[src/rtl/traffic_pkg.sv]
// Shared encodings for the intersection: phase codes, arbiter states and
// small selection helpers used by the scheduler and the light controller.
package traffic_pkg;

    typedef enum logic [1:0] {
        PH_NONE    = 2'd0,
        PH_LA_RUE  = 2'd1,
        PH_ORCHARD = 2'd2,
        PH_PED     = 2'd3
    } phase_e;

    typedef enum logic [1:0] {
        ST_IDLE  = 2'd0,
        ST_OFFER = 2'd1,
        ST_BUSY  = 2'd2
    } arb_state_e;

    // One-hot request bit for a phase, ordered {ped, orchard, la_rue}.
    function automatic logic [2:0] phase_mask(input phase_e ph);
        logic [2:0] m;
        case (ph)
            PH_LA_RUE:  m = 3'b001;
            PH_ORCHARD: m = 3'b010;
            PH_PED:     m = 3'b100;
            default:    m = 3'b000;
        endcase
        return m;
    endfunction

    // Round-robin LA_RUE -> ORCHARD -> PED, starting after the last served phase.
    function automatic phase_e rr_pick(input logic [2:0] req, input phase_e last);
        phase_e pick;
        case (last)
            PH_LA_RUE: begin
                if (req[1])      pick = PH_ORCHARD;
                else if (req[2]) pick = PH_PED;
                else if (req[0]) pick = PH_LA_RUE;
                else             pick = PH_NONE;
            end
            PH_ORCHARD: begin
                if (req[2])      pick = PH_PED;
                else if (req[0]) pick = PH_LA_RUE;
                else if (req[1]) pick = PH_ORCHARD;
                else             pick = PH_NONE;
            end
            default: begin
                if (req[0])      pick = PH_LA_RUE;
                else if (req[1]) pick = PH_ORCHARD;
                else if (req[2]) pick = PH_PED;
                else             pick = PH_NONE;
            end
        endcase
        return pick;
    endfunction

    // Fixed-priority pick among starved phases: PED, then ORCHARD, then LA_RUE.
    function automatic phase_e starve_pick(input logic [2:0] starved);
        phase_e pick;
        if (starved[2])      pick = PH_PED;
        else if (starved[1]) pick = PH_ORCHARD;
        else if (starved[0]) pick = PH_LA_RUE;
        else                 pick = PH_NONE;
        return pick;
    endfunction

endpackage

[src/rtl/signal_phase_scheduler_if.sv]
// Grant handshake between the phase scheduler (master) and the light
// controller (slave).
interface signal_phase_scheduler_if;
    logic       grant_valid;
    logic [1:0] grant_phase;
    logic       phase_ready;
    logic       phase_done;

    modport master (
        output grant_valid,
        output grant_phase,
        input  phase_ready,
        input  phase_done
    );

    modport slave (
        input  grant_valid,
        input  grant_phase,
        output phase_ready,
        output phase_done
    );
endinterface

[src/rtl/sensor_debounce.sv]
// Two-flop synchronizer followed by a stable-count debouncer. The rise
// strobe is high in the cycle whose edge commits a 0->1 change, so a
// consumer registering it sees the request on that same edge.
module sensor_debounce #(
    parameter int unsigned DEBOUNCE_CYC = 16
) (
    input  logic clk,
    input  logic reset_n,
    input  logic din,
    output logic rise
);
    localparam int unsigned CNT_W = (DEBOUNCE_CYC > 1) ? $clog2(DEBOUNCE_CYC) : 1;
    localparam logic [CNT_W-1:0] CNT_LAST = CNT_W'(DEBOUNCE_CYC - 1);

    logic             sync1_r;
    logic             sync2_r;
    logic             dout_r;
    logic [CNT_W-1:0] cnt_r;
    logic             diff_s;
    logic             commit_s;

    assign diff_s   = sync2_r ^ dout_r;
    assign commit_s = diff_s && (cnt_r == CNT_LAST);
    assign rise     = commit_s && sync2_r;

    // Bring the asynchronous input into the clk domain.
    always_ff @(posedge clk) begin
        if (!reset_n) begin
            sync1_r <= 1'b0;
            sync2_r <= 1'b0;
        end else begin
            sync1_r <= din;
            sync2_r <= sync1_r;
        end
    end

    // Count consecutive differing cycles; any agreement restarts the count.
    always_ff @(posedge clk) begin
        if (!reset_n) begin
            cnt_r  <= '0;
            dout_r <= 1'b0;
        end else if (!diff_s) begin
            cnt_r  <= '0;
        end else if (commit_s) begin
            cnt_r  <= '0;
            dout_r <= sync2_r;
        end else begin
            cnt_r  <= cnt_r + CNT_W'(1);
        end
    end

endmodule

[src/rtl/signal_phase_scheduler.sv]
// Intersection phase scheduler: debounced requests are latched as pending,
// arbitrated round-robin with a starvation override, and offered one at a
// time to the light controller over a valid/ready handshake.
module signal_phase_scheduler
    import traffic_pkg::*;
#(
    parameter int unsigned TICK_DIV     = 25000000,
    parameter int unsigned DEBOUNCE_CYC = 16,
    parameter int unsigned MAX_WAIT_S   = 30
) (
    input  logic                             clk,
    input  logic                             reset_n,
    input  logic                             la_rue_sensor,
    input  logic                             orchard_sensor,
    input  logic                             ped_button_n,
    signal_phase_scheduler_if.master         bus,
    output logic                             sec_tick,
    output logic [2:0]                       pending,
    output logic                             starve_alarm
);
    localparam int unsigned PRE_W = (TICK_DIV > 1) ? $clog2(TICK_DIV) : 1;
    localparam logic [PRE_W-1:0] PRE_LAST = PRE_W'(TICK_DIV - 1);
    localparam logic [7:0] MAX_W = 8'(MAX_WAIT_S);

    logic [PRE_W-1:0] pre_cnt_r;
    logic [PRE_W-1:0] pre_next_s;
    logic             sec_tick_r;

    logic [2:0]       rise_s;
    logic [2:0]       pending_r;
    logic [2:0]       pending_next_s;
    logic [2:0]       hs_mask_s;
    logic [2:0]       service_mask_s;
    logic [2:0]       starved_s;
    logic             hs_s;
    logic [7:0]       wait_r [3];
    logic             starve_r;

    arb_state_e       state_r, state_n;
    phase_e           grant_phase_r, phase_n;
    phase_e           last_served_r, last_n;
    logic             grant_valid_r, valid_n;

    sensor_debounce #(.DEBOUNCE_CYC(DEBOUNCE_CYC)) u_db_la_rue (
        .clk(clk), .reset_n(reset_n), .din(la_rue_sensor), .rise(rise_s[0])
    );
    sensor_debounce #(.DEBOUNCE_CYC(DEBOUNCE_CYC)) u_db_orchard (
        .clk(clk), .reset_n(reset_n), .din(orchard_sensor), .rise(rise_s[1])
    );
    sensor_debounce #(.DEBOUNCE_CYC(DEBOUNCE_CYC)) u_db_ped (
        .clk(clk), .reset_n(reset_n), .din(~ped_button_n), .rise(rise_s[2])
    );

    // Next prescaler count, wrapping after TICK_DIV-1.
    always_comb begin
        if (pre_cnt_r == PRE_LAST) begin
            pre_next_s = '0;
        end else begin
            pre_next_s = pre_cnt_r + PRE_W'(1);
        end
    end

    // Prescaler; the tick is registered so it is high while the count is TICK_DIV-1.
    always_ff @(posedge clk) begin
        if (!reset_n) begin
            pre_cnt_r  <= '0;
            sec_tick_r <= 1'b0;
        end else begin
            pre_cnt_r  <= pre_next_s;
            sec_tick_r <= (pre_next_s == PRE_LAST);
        end
    end

    // Handshake decode, pending update (new request beats the clear) and starvation flags.
    always_comb begin
        hs_s = (state_r == ST_OFFER) && bus.phase_ready;
        if (hs_s) begin
            hs_mask_s = phase_mask(grant_phase_r);
        end else begin
            hs_mask_s = 3'b000;
        end
        if (state_r != ST_IDLE) begin
            service_mask_s = phase_mask(grant_phase_r);
        end else begin
            service_mask_s = 3'b000;
        end
        pending_next_s = (pending_r & ~hs_mask_s) | rise_s;
        for (int i = 0; i < 3; i++) begin
            starved_s[i] = pending_r[i] && (wait_r[i] >= MAX_W);
        end
    end

    // Pending latch and registered starvation alarm.
    always_ff @(posedge clk) begin
        if (!reset_n) begin
            pending_r <= 3'b000;
            starve_r  <= 1'b0;
        end else begin
            pending_r <= pending_next_s;
            starve_r  <= |starved_s;
        end
    end

    // Per-phase wait counters in seconds, saturating, cleared when served.
    always_ff @(posedge clk) begin
        for (int i = 0; i < 3; i++) begin
            if (!reset_n) begin
                wait_r[i] <= 8'd0;
            end else if (hs_mask_s[i]) begin
                wait_r[i] <= 8'd0;
            end else if (sec_tick_r && pending_r[i] && !service_mask_s[i] && (wait_r[i] != 8'hFF)) begin
                wait_r[i] <= wait_r[i] + 8'd1;
            end else begin
                wait_r[i] <= wait_r[i];
            end
        end
    end

    // Arbiter next state and next grant outputs.
    always_comb begin
        state_n = state_r;
        valid_n = grant_valid_r;
        phase_n = grant_phase_r;
        last_n  = last_served_r;
        case (state_r)
            ST_IDLE: begin
                if (pending_r != 3'b000) begin
                    state_n = ST_OFFER;
                    valid_n = 1'b1;
                    if (|starved_s) begin
                        phase_n = starve_pick(starved_s);
                    end else begin
                        phase_n = rr_pick(pending_r, last_served_r);
                    end
                end else begin
                    valid_n = 1'b0;
                    phase_n = PH_NONE;
                end
            end
            ST_OFFER: begin
                if (bus.phase_ready) begin
                    state_n = ST_BUSY;
                    valid_n = 1'b0;
                    last_n  = grant_phase_r;
                end else begin
                    valid_n = 1'b1;
                end
            end
            ST_BUSY: begin
                if (bus.phase_done) begin
                    state_n = ST_IDLE;
                    valid_n = 1'b0;
                    phase_n = PH_NONE;
                end else begin
                    valid_n = 1'b0;
                end
            end
            default: begin
                state_n = ST_IDLE;
                valid_n = 1'b0;
                phase_n = PH_NONE;
            end
        endcase
    end

    // Arbiter state and registered grant outputs.
    always_ff @(posedge clk) begin
        if (!reset_n) begin
            state_r       <= ST_IDLE;
            grant_valid_r <= 1'b0;
            grant_phase_r <= PH_NONE;
            last_served_r <= PH_PED;
        end else begin
            state_r       <= state_n;
            grant_valid_r <= valid_n;
            grant_phase_r <= phase_n;
            last_served_r <= last_n;
        end
    end

    assign bus.grant_valid = grant_valid_r;
    assign bus.grant_phase = grant_phase_r;
    assign sec_tick        = sec_tick_r;
    assign pending         = pending_r;
    assign starve_alarm    = starve_r;

endmodule

[src/flat_wrapper.sv]
// flat-port wrapper written by rule: the top's interface ports become plain ports
module signal_phase_scheduler_flat import traffic_pkg::*;
#(
    parameter int unsigned TICK_DIV     = 25000000,
    parameter int unsigned DEBOUNCE_CYC = 16,
    parameter int unsigned MAX_WAIT_S   = 30
)
  (clk, reset_n, la_rue_sensor, orchard_sensor, ped_button_n, sec_tick, pending, starve_alarm, bus_grant_valid, bus_grant_phase, bus_phase_ready, bus_phase_done);
  signal_phase_scheduler_if bus_i ();
  input  logic clk;
  input  logic reset_n;
  input  logic la_rue_sensor;
  input  logic orchard_sensor;
  input  logic ped_button_n;
  output logic sec_tick;
  output logic [2:0] pending;
  output logic starve_alarm;
  output wire logic [$bits(bus_i.grant_valid)-1:0] bus_grant_valid;
  output wire logic [$bits(bus_i.grant_phase)-1:0] bus_grant_phase;
  input wire logic [$bits(bus_i.phase_ready)-1:0] bus_phase_ready;
  input wire logic [$bits(bus_i.phase_done)-1:0] bus_phase_done;
  assign bus_grant_valid = bus_i.grant_valid;
  assign bus_grant_phase = bus_i.grant_phase;
  assign bus_i.phase_ready = bus_phase_ready;
  assign bus_i.phase_done = bus_phase_done;
  signal_phase_scheduler #(.TICK_DIV(TICK_DIV), .DEBOUNCE_CYC(DEBOUNCE_CYC), .MAX_WAIT_S(MAX_WAIT_S)) u_core (.clk(clk), .reset_n(reset_n), .la_rue_sensor(la_rue_sensor), .orchard_sensor(orchard_sensor), .ped_button_n(ped_button_n), .bus(bus_i), .sec_tick(sec_tick), .pending(pending), .starve_alarm(starve_alarm));
endmodule
[config.mk]
export PLATFORM = sky130hd
export DESIGN_NAME = signal_phase_scheduler_flat
export DESIGN_NICKNAME = d
export VERILOG_FILES = /design/src/rtl/traffic_pkg.sv /design/src/rtl/signal_phase_scheduler_if.sv /design/src/rtl/sensor_debounce.sv /design/src/rtl/signal_phase_scheduler.sv /design/src/flat_wrapper.sv
export SDC_FILE = /design/constraint.sdc
export NUM_CORES = 1
export LEC_CHECK = 0
export BUFFER_PORTS_ARGS = -buffer_cell sky130_fd_sc_hd__buf_2
export CORE_AREA = 2 2 90 92
export DETAILED_ROUTE_END_ITERATION = 8
export DIE_AREA = 0 0 92 94
export PLACE_DENSITY = 0.69
export SLEW_MARGIN = 20
export SYNTH_ARGS = -nofsm -noshare
export SYNTH_HDL_FRONTEND = slang
export SYNTH_SLANG_ARGS = --single-unit
[constraint.sdc]
create_clock -name clk -period 2.4 [get_ports clk]
set_input_delay 0.12 -clock clk [delete_from_list [all_inputs] [get_ports clk]]
set_output_delay 0.12 -clock clk [all_outputs]
set_load 0.01 [all_outputs]
==> results of run 1 <==
==> routing by layer <==
metal,up-vias,global-route usage,part of all wire
met3,16,0.0417,0.033
met4,0,0.0759,0.023
met5,-,0,0
met2,53,0.313,0.48
met1,1394,0.232,0.46
li1,1526,-,-
==> cells by family (layout without fill, tap and decap cells) <==
group / count (synthesis) / count (layout) / synth area share
XOR/XNOR: 49 / 49 / 0.107
flip-flops: 82 / 82 / 0.471
buffers and inverters: 32 / 56 / 0.0307
AND/OR/NAND/NOR: 199 / 199 / 0.256
AO/OA/AOI/OAI: 46 / 46 / 0.0843
multiplexers: 5 / 5 / 0.0128
adder cells (fa/ha/maj): 12 / 12 / 0.0376
==> flip-flops by register name, summed over array words and instances, names as in the netlist, 2 cells and up <==
register                   cells
u_core.bus.grant_phase         2
u_core.last_served_r           2
u_core.pending                 3
u_core.pre_cnt_r              25
u_core.state_r                 2
u_core.u_db_la_rue.cnt_r       4
u_core.u_db_orchard.cnt_r      4
u_core.u_db_ped.cnt_r          4
u_core.wait_r                 24
==> through the flow <==
| stage | std cells | power [mW] | hold slack, ns | worst slack, ns |
|---|---|---|---|---|
| 2_1_floorplan | 425 | 1.55 | 0.187 | 0.519 |
| 3_3_place_gp | 531 | 1.57 | 0.281 | 0.366 |
| 3_5_place_dp | 531 | 1.58 | 0.283 | 0.304 |
| 4_1_cts | 551 | 2.64 | 0.0683 | 0.280 |
| 5_1_grt | 551 | 2.71 | 0.103 | 0.0795 |
| 6_report | 551 | 2.61 | 0.0752 | 0.214 |
==> area by class of cell <==
class | count | area, um^2
Clock buffer | 10 | 128
Inverter | 18 | 67.6
Clock inverter | 6 | 82.6
Multi-Input combinational cell | 311 | 1990
Sequential cell | 82 | 1880
Tap cell | 102 | 128
Timing Repair Buffer | 22 | 140
Fill cell | 691 | 3190
==> repair_timing <==
action	4_1_cts	5_1_grt
resized for setup	0	0
hold endpoints to repair	4	0
hold buffers	4	0
==> cells in the mapped netlist (all sizes together) (2+ instances only) <==
library cell,number
nor2,77
dfxtp,58
nand3,34
xor2,33
nand2,25
edfxtp,24
inv,18
xnor2,16
and3,12
clkbuf,12
ha,12
nand4,12
and2,9
a21oi,7
o21ai,7
nor4,6
or2,5
mux2i,4
nor3,4
o2111ai,4
o31ai,4
a21o,3
a31oi,3
and4,3
nand2b,3
o211ai,3
o41ai,3
a2111oi,2
a21boi,2
buf,2
nor3b,2
nor4b,2
o21a,2
==> worst paths after layout <==
check,slack [ns],depth (start not counted),from,end
worst min register to register,0.43,1,u_core.u_db_la_rue.sync1_r$_SDFF_PN0_,u_core.u_db_la_rue.sync2_r$_SDFF_PN0_
worst max register to register,0.21,6,u_core.pre_cnt_r[10]$_SDFF_PN0_,u_core.sec_tick$_SDFF_PN0_
worst min-delay path,0.08,4,bus_phase_done,u_core.state_r[1]$_SDFFE_PN0P_
worst max-delay path,0.21,6,u_core.pre_cnt_r[10]$_SDFF_PN0_,u_core.sec_tick$_SDFF_PN0_
==> worst reg2reg max path: stages (launching register included) <==
cell       delay (ns)
dfxtp_1          0.53
nand4_4          0.23
nor4_4           0.50
xnor2_1          0.21
o2111ai_1        0.17
nor4_1           0.29
and4_1           0.21
==> report_power, final <==
group	switching, mW	internal, mW
clock	0.482	0.581
sequential	0.0248	1.45
combinational	0.0456	0.0317
total	0.552	2.06
==> reports/qor.yml, run 1 <==
logic_synthesis:
  yosys_warnings: 0
  yosysSeqAreaShare: 0.471
  syn_area_um2: 3990
  synth.avg_cell_area_um2: 9.39
  ys.flop_type: "dfxtp_1"
  synth_edf_count: 24
  ys_async_sr_fraction: 0
  syn_nets: 444
  synth_area_leaders: "dfxtp_1 29%, edfxtp_1 18%, nor2_1 7.2%, xor2_1 7.2%, nand3_1 4.3%"
  syn_inst: 425
  yosysUniqueCellTypes: 50
  ys_ff_latch: 82
  synth.largest_area_cell: "dfxtp_1"
  synth_top_area_frac: 0.291
worst_setup_path:
  critPathKind: "reg -> reg"
  cp.arrival_ns: 2.48
  end_kind: "flip-flop"
  required_ns: 2.69
  path_cells: "nand4_4 > nor4_4 > xnor2_1 > o2111ai_1 > nor4_1 > and4_1"
  path_delay_family: "simple AND/OR/NAND/NOR gates"
  crit_slowest_cell: "dfxtp_1"
  slowest_delay_ns: 0.53
  cp-start-kind: "flip-flop"
  cp_num_buf_inv: 0
  crit_fanout: 8
pwr:
  p_per_area_nw_per_um2: 591
  vdd_drop_max_mv: 0.300
  p_leak_nw: 1.68
clocking:
  clock_path_buffers: 2
  cts_tree: "done"
  htree_levels: 3
  numCtsBuffers: 9
  clkSlewWorstSetupHoldPaths_ns: 0.08
  worstSkewPairLatency_ns: 0.35
  post-cts-setup-buffers: 0
  root_buffer: "clkbuf_8"
  cts.sinks: 82
global_routing:
  grt_first_pass_wirelength_mm: 12.8
  overflow: 0
  antenna_found_initial: 0
  track_usage: 0.186
  grt_max_degree: 22
  grt_pass1_vias: 2865
layout:
  drive_above_1_share: 0.100
  n_antenna_cell: 0
  final_core_util: 0.580
  most-common-layout-cells: "77 x nor2_1, 58 x dfxtp_1, 34 x nand3_1, 33 x xor2_1, 25 x nand2_1"
  nets: 463
  syn_to_final_growth_pct: 10.6
  layout_commonest_cell: "nor2_1"
  final_area_um2: 4420
die:
  core_um2: 7610
  pin_count: 15
  die_w_um: 92
  fp-row-count: 32
  die_area_um2: 8650
  chipHeight_um: 94
  initial_utilization: 0.525
drt:
  first_pass_iters: 7
  vias: 2989
  antenna_left: 0
  viasPerCell: 5.42
  wl_per_cell_um: 13.4
  drt_iter0_markers: 148
  drc_errors: 0
  routed_wl_mm: 7.39
timing:
  finalHoldViolations: 0
  setup_viol: 0
  slew_violations: 0
  finalCritPeriodShare: 0.911
  slew_headroom: 0.610
  max_freq_mhz: 457
  worst_pin_slew_ns: 0.578
  finClkSkew_ns: 0.0118
  rsz0062_at_grt: "no"
  fin_tns_setup_ns: 0
  finalCriticalPeriod_ns: 2.19
run:
  maxCapViolCount: 0
placed_design:
  dpl.hpwl_mm: 5.26
  placed_cell_area_um2: 4170
  io_buffer_count: 14
  routabilityCongestion: 0.928
hold_path:
  hold_class: "in -> reg"
status:
  outcome: "complete, no violations"
Note: power is estimated with default switching activity, not from simulation.
==> run 2: changes to the inputs <==
Settings changed: PLACE_DENSITY 0.69 to 0.72.
Clock period 2.4 ns to 1.85 ns, I/O delays scaled along.
==> reports/qor.yml, run 2 (synthesis results as in run 1) <==
placed_design:
  routabilityCongestion: 0.879  # was 0.928
  io_buffer_count: 14  # unchanged
  dpl.hpwl_mm: 5.88  # was 5.26 mm
  dp.cells: 567  # was 531
timing:
  finalCritPeriodShare: 1.01  # was 0.911
  max_freq_mhz: 537  # was 457 MHz
  finalHoldViolations: 0  # unchanged
  slew_violations: 0  # unchanged
  slew_headroom: 0.713  # was 0.610
  rsz0062_at_grt: "yes"  # was no
  finClkSkew_ns: 0.0140  # was 0.0118 ns
  setup_viol: 1  # was 0
  worst_pin_slew_ns: 0.430  # was 0.578 ns
  post-route-worst-setup-slack_ns: -0.0127  # was 0.214 ns
  finalCriticalPeriod_ns: 1.86  # was 2.19 ns
layout:
  reg_top3: "u_core.pre_cnt_r x25, u_core.wait_r x24"  # unchanged
  layout_commonest_cell: "nor2_1"  # unchanged
  layoutNonFillerInstCount: 596  # was 551
  drive_above_1_share: 0.233  # was 0.100
  largest_reg_flops: 25  # unchanged
  nets: 508  # was 463
  n_antenna_cell: 0  # unchanged
  final_core_util: 0.638  # was 0.580
  fillCellCount: 639  # was 691
  top_register: "u_core.pre_cnt_r"  # unchanged
  most-common-layout-cells: "75 x nor2_1, 54 x dfxtp_1, 48 x buf_4, 34 x nand3_1, 32 x xor2_1"  # was 77 x nor2_1, 58 x dfxtp_1, 34 x nand3_1, 33 x xor2_1, 25 x nand2_1
  syn_to_final_growth_pct: 21.6  # was 10.6%
pwr:
  p_per_area_nw_per_um2: 667  # was 591 nW/um^2
  p_leak_nw: 1.94  # was 1.68 nW
  vdd_drop_max_mv: 0.405  # was 0.300 mV
global_routing:
  grt_max_degree: 22  # unchanged
  antenna_found_initial: 0  # unchanged
  grt_pass1_vias: 3144  # was 2,865
  overflow: 0  # unchanged
  track_usage: 0.204  # was 0.186
  grt_first_pass_wirelength_mm: 14.0  # was 12.8 mm
drt:
  antenna_left: 0  # unchanged
  wl_per_cell_um: 14.1  # was 13.4 um
  drc_errors: 0  # unchanged
  first_pass_iters: 4  # was 7
  vias: 3215  # was 2,989
  viasPerCell: 5.39  # was 5.42
  drt_iter0_markers: 134  # was 148
  routed_wl_mm: 8.39  # was 7.39 mm
worst_setup_path:
  cp.arrival_ns: 2.18  # was 2.48 ns
  crit_fanout: 5  # was 8
  r2r_slack_ns: -0.01  # was 0.21 ns
  required_ns: 2.17  # was 2.69 ns
  critPathKind: "reg -> reg"  # unchanged
  end_kind: "flip-flop"  # unchanged
  cp-start-kind: "flip-flop"  # unchanged
status:
  outcome: "finished with violations"  # was complete, no violations
  violations: "negative setup slack"
clocking:
  clkSlewWorstSetupHoldPaths_ns: 0.09  # was 0.08 ns
  cts.sinks: 82  # unchanged
  cts_tree: "done"  # unchanged
  numCtsBuffers: 9  # unchanged
  root_buffer: "clkbuf_8"  # unchanged
  clock_path_buffers: 2  # unchanged
  worstSkewPairLatency_ns: 0.38  # was 0.35 ns
  htree_levels: 3  # unchanged
die:
  die_w_um: 92  # unchanged
  pin_count: 15  # unchanged
  chipHeight_um: 94  # unchanged
  fp-row-count: 32  # unchanged
  core_um2: 7610  # unchanged
  initial_utilization: 0.525  # unchanged
  die_area_um2: 8650  # unchanged
hold_path:
  hold_class: "in -> reg"  # unchanged
run:
  maxCapViolCount: 0  # unchanged
run 2: path summary, 6_finish.rpt:
path / startpoint / depth (start not counted) / endpoint
worst min-delay path: bus_phase_done / 4 / u_core.state_r[1]$_SDFFE_PN0P_
worst max register to register: u_core.pre_cnt_r[4]$_SDFF_PN0_ / 7 / u_core.sec_tick$_SDFF_PN0_
worst min register to register: u_core.u_db_la_rue.sync1_r$_SDFF_PN0_ / 1 / u_core.u_db_la_rue.sync2_r$_SDFF_PN0_
worst max-delay path: u_core.pre_cnt_r[4]$_SDFF_PN0_ / 7 / u_core.sec_tick$_SDFF_PN0_
run 2: what timing repair did:
action,in CTS,in global routing
hold buffers,4,0
hold endpoints to repair,5,0
gates resized for setup,5,25
buffers inserted,1,8
endpoints found under the setup margin,3,35
pin swaps,4,9
run 2: layer usage:
layer / global-route usage / vias up / wire (um) / share of wire
met5: 0 / - / 0 / 0
met4: 0.0672 / 0 / 138 / 0.016
met3: 0.0538 / 10 / 310 / 0.037
met2: 0.346 / 57 / 4050 / 0.48
met1: 0.252 / 1532 / 3890 / 0.46
li1: - / 1616 / - / -
run 2: cell type report:
type                    instances  area, um^2  area share
multi-input cells             311        2110       0.435
flip-flops and latches         82        1890       0.389
repair buffers                 67         482      0.0992
well taps                     102         128      0.0263
clock buffers                   9         124      0.0255
inverters                      18        67.6      0.0139
clock inverters                 7        52.6      0.0108
run 2: worst max-delay path, cell delays in order (launching register included):
cell	delay, ns
dfxtp_1	0.41
nand3_1	0.19
nor4_4	0.35
buf_4	0.19
buf_4	0.11
a32oi_1	0.10
a211oi_2	0.25
and4_1	0.20
run 2: power by group:
| group | total [mW] | leakage (nW) | switching (mW) | internal (mW) |
|---|---|---|---|---|
| Sequential | 1.90 | 0.719 | 0.0271 | 1.87 |
| Clock | 1.20 | 0.0783 | 0.704 | 0.493 |
| Combinational | 0.141 | 1.14 | 0.0769 | 0.0645 |
run 2: metrics by stage:
stage | cell area, um^2 | setup slack [ns] | hold slack, ns | setup TNS [ns] | total power, mW
floorplan | 4010 | 0.0136 | 0.159 | 0 | 2.01
global placement | 4450 | -0.0178 | 0.247 | -0.0178 | 2.06
detailed placement | 4450 | -0.0198 | 0.251 | -0.0198 | 2.06
CTS | 4680 | 0.000371 | 0.00775 | 0 | 3.25
global route | 4850 | -0.121 | 0.0314 | -0.123 | 3.36
finish | 4850 | -0.0127 | 0.00830 | -0.0127 | 3.24
==> run 3: changes to the inputs <==
Settings changed: CORE_AREA 2 2 90 92 to 2 2 91 93, DIE_AREA 0 0 92 94 to 0 0 93 95, PLACE_DENSITY 0.72 to 0.71, SYNTH_HIERARCHICAL set to 1.
==> reports/qor.yml, run 3 <==
timing:
  finalHoldViolations: 0  # unchanged
  slew_headroom: 0.743  # was 0.713
  rsz0062_at_grt: "yes"  # unchanged
  setup_viol: 1  # unchanged
  worst_pin_slew_ns: 0.384  # was 0.430 ns
  finClkSkew_ns: 0.00893  # was 0.0140 ns
  post-route-worst-setup-slack_ns: -0.0137  # was -0.0127 ns
  holdWs_ns: 0.0679  # was 0.00830 ns
  finalCriticalPeriod_ns: 1.86  # about the same
  slew_violations: 0  # unchanged
  finalCritPeriodShare: 1.01  # about the same
  max_freq_mhz: 537  # about the same
worst_setup_path:
  cp.arrival_ns: 2.16  # was 2.18 ns
  ff2ff_path_depth: 7  # unchanged
  crit_slowest_cell: "dfxtp_4"  # was dfxtp_1
  critPathKind: "reg -> reg"  # unchanged
  path_cells: "ha_4 > nand3_4 > nor3_2 > xnor2_1 > nand3_1 > a2111oi_4 > o2111a_1"  # was nand3_1 > nor4_4 > buf_4 > buf_4 > a32oi_1 > a211oi_2 > and4_1
  cp-start-kind: "flip-flop"  # unchanged
  required_ns: 2.14  # was 2.17 ns
  end_kind: "flip-flop"  # unchanged
  slowest_delay_ns: 0.37  # was 0.41 ns
  crit_fanout: 6  # was 5
drt:
  drc_errors: 0  # unchanged
  viasPerCell: 5.31  # was 5.39
  antenna_left: 0  # unchanged
  first_pass_iters: 4  # unchanged
  wl_per_cell_um: 14.3  # was 14.1 um
  vias: 3172  # was 3,215
  drt_iter0_markers: 105  # was 134
  routed_wl_mm: 8.55  # was 8.39 mm
die:
  initial_utilization: 0.509  # was 0.525
  pin_count: 15  # unchanged
  chipHeight_um: 95  # was 94 um
  core_um2: 7930  # was 7610 um^2
  die_area_um2: 8840  # was 8650 um^2
  fp-row-count: 33  # was 32
  die_w_um: 93  # was 92 um
logic_synthesis:
  yosys_warnings: 6  # was 0
  syn_nets: 441  # was 444
  synth_top_area_frac: 0.288  # was 0.291
  synth.avg_cell_area_um2: 9.56  # was 9.39 um^2
  yosysSeqAreaShare: 0.466  # was 0.471
  ys_async_sr_fraction: 0  # unchanged
  post-synth-top-count-cell: "nor2_1"  # unchanged
  synth_area_leaders: "dfxtp_1 29%, edfxtp_1 18%, nor2_1 7.5%, xor2_1 7.2%, nand3_1 4.5%"  # was dfxtp_1 29%, edfxtp_1 18%, nor2_1 7.2%, xor2_1 7.2%, nand3_1 4.3%
  syn_inst: 422  # was 425
  ys.flop_type: "dfxtp_1"  # unchanged
  syn_area_um2: 4040  # was 3990 um^2
  yosysUniqueCellTypes: 50  # unchanged
  synth_top_cells_by_count: "81 x nor2_1, 58 x dfxtp_1, 36 x nand3_1, 33 x xor2_1, 24 x edfxtp_1"  # was 77 x nor2_1, 58 x dfxtp_1, 34 x nand3_1, 33 x xor2_1, 25 x nand2_1
  synth.largest_area_cell: "dfxtp_1"  # unchanged
  ys_ff_latch: 82  # unchanged
  synth_edf_count: 24  # unchanged
status:
  violations: "negative setup slack"  # unchanged
  outcome: "finished with violations"  # unchanged
pwr:
  vdd_drop_max_mv: 0.306  # was 0.405 mV
  p_per_area_nw_per_um2: 661  # was 667 nW/um^2
  p_leak_nw: 2.05  # was 1.94 nW
layout:
  nets: 506  # was 508
  layout_commonest_cell: "nor2_1"  # unchanged
  final_area_um2: 4960  # was 4850 um^2
  final_core_util: 0.626  # was 0.638
  top_register: "u_core/pre_cnt_r"  # was u_core.pre_cnt_r
  fillCellCount: 669  # was 639
  largest_reg_flops: 25  # unchanged
  syn_to_final_growth_pct: 23.0  # was 21.6%
  drive_above_1_share: 0.252  # was 0.233
  n_antenna_cell: 0  # unchanged
  most-common-layout-cells: "79 x nor2_1, 48 x dfxtp_1, 45 x buf_4, 34 x nand3_1, 31 x xor2_1"  # was 75 x nor2_1, 54 x dfxtp_1, 48 x buf_4, 34 x nand3_1, 32 x xor2_1
  reg_top3: "u_core/pre_cnt_r x25, u_core/wait_r x24"  # was u_core.pre_cnt_r x25, u_core.wait_r x24
  layoutNonFillerInstCount: 597  # was 596
clocking:
  clock_path_buffers: 2  # unchanged
  clkSlewWorstSetupHoldPaths_ns: 0.09  # about the same
  root_buffer: "clkbuf_8"  # unchanged
  cts.sinks: 82  # unchanged
  numCtsBuffers: 9  # unchanged
  worstSkewPairLatency_ns: 0.35  # was 0.38 ns
  htree_levels: 3  # unchanged
  cts_tree: "done"  # unchanged
placed_design:
  io_buffer_count: 14  # unchanged
  dpl.hpwl_mm: 5.99  # was 5.88 mm
  dp.cells: 567  # unchanged
  routabilityCongestion: 0.846  # was 0.879
  placed_cell_area_um2: 4480  # was 4450 um^2
global_routing:
  grt_first_pass_wirelength_mm: 13.9  # was 14.0 mm
  antenna_found_initial: 0  # unchanged
  track_usage: 0.200  # was 0.204
  overflow: 0  # unchanged
  grt_max_degree: 18  # was 22
  grt_pass1_vias: 3114  # was 3,144
hold_path:
  hold_class: "in -> reg"  # unchanged
  min_path_cells: 2  # was 4
run:
  maxCapViolCount: 0  # unchanged
## run 3: changes by cell type in the layout (fill, tap and decap cells not counted), moves of 4 or more
| cell | delta |
|---|---|
| nand4_1 | -8 |
| dfxtp_1 | -6 |
| o21ai_0 | +4 |
| and3_1 | -4 |
| nor2b_1 | +7 |
| nor2_1 | +4 |
## run 3: through the flow
step	TNS [ns]	total power [mW]	setup WS (ns)
6_report	-0.0137	3.28	-0.0137
5_1_grt	-0.137	3.39	-0.0970
4_1_cts	-0.00822	3.31	-0.00822
3_5_place_dp	-0.167	2.04	-0.137
3_3_place_gp	0	2.03	0.00292
2_1_floorplan	0	1.99	0.0119
## run 3: worst max-delay path: cells and delay by family, from the launching register on
| family | cells | cell delay [ns] |
|---|---|---|
| simple gates | 3 | 0.54 |
| flops | 1 | 0.37 |
| compound gates | 2 | 0.58 |
| xor+xnor | 1 | 0.17 |
| fa+ha+maj | 1 | 0.15 |
## run 3: worst paths after layout
kind,startpoint,to,slack [ns]
hold reg to reg,u_core/u_db_ped/sync1_r$_SDFF_PN0_,u_core/u_db_ped/sync2_r$_SDFF_PN0_,0.44
hold / removal,reset_n,u_core/last_served_r[0]$_SDFFE_PN1P_,0.07
setup reg to reg,u_core/pre_cnt_r[0]$_SDFF_PN0_,u_core/sec_tick$_SDFF_PN0_,-0.01
setup / recovery,u_core/pre_cnt_r[0]$_SDFF_PN0_,u_core/sec_tick$_SDFF_PN0_,-0.01
## run 3: repair_timing
item                       4_1_cts  5_1_grt
hold endpoints to repair         3        0
setup endpoints to repair        3       20
resized for setup               20       20
hold buffers                     3        0
pin swaps                        9       11
buffers inserted                 7        4
## run 3: logic make-up after synthesis
| family | after synthesis | share of synthesized area |
|---|---|---|
| simple gates | 207 | 0.274 |
| flops | 82 | 0.466 |
| buf+inv | 24 | 0.0232 |
| compound gates | 41 | 0.0756 |
| mux | 7 | 0.0174 |
| xor+xnor | 49 | 0.106 |
| fa+ha+maj | 12 | 0.0372 |
## run 3: final cells by class
cell class / count / area, um^2 / area share
Tap cell: 105 / 131 / 0.0265
Inverter: 15 / 56.3 / 0.0113
Sequential cell: 82 / 1900 / 0.384
Clock inverter: 5 / 43.8 / 0.00882
Clock buffer: 11 / 153 / 0.0307
Timing Repair Buffer: 63 / 449 / 0.0905
Multi-Input combinational cell: 316 / 2230 / 0.449
## run 3: power by group
part	internal, mW	switching (mW)	total [mW]
Combinational	0.0501	0.0635	0.114
Clock	0.589	0.687	1.28
Sequential	1.87	0.0273	1.89
Total	2.51	0.778	3.28
## run 3: routing by layer
metal	track usage	wire, um	vias up
met3	0.0263	243	9
met5	0	0	-
met4	0.0760	102	0
met2	0.356	4290	50
met1	0.246	3910	1520
li1	-	-	1593
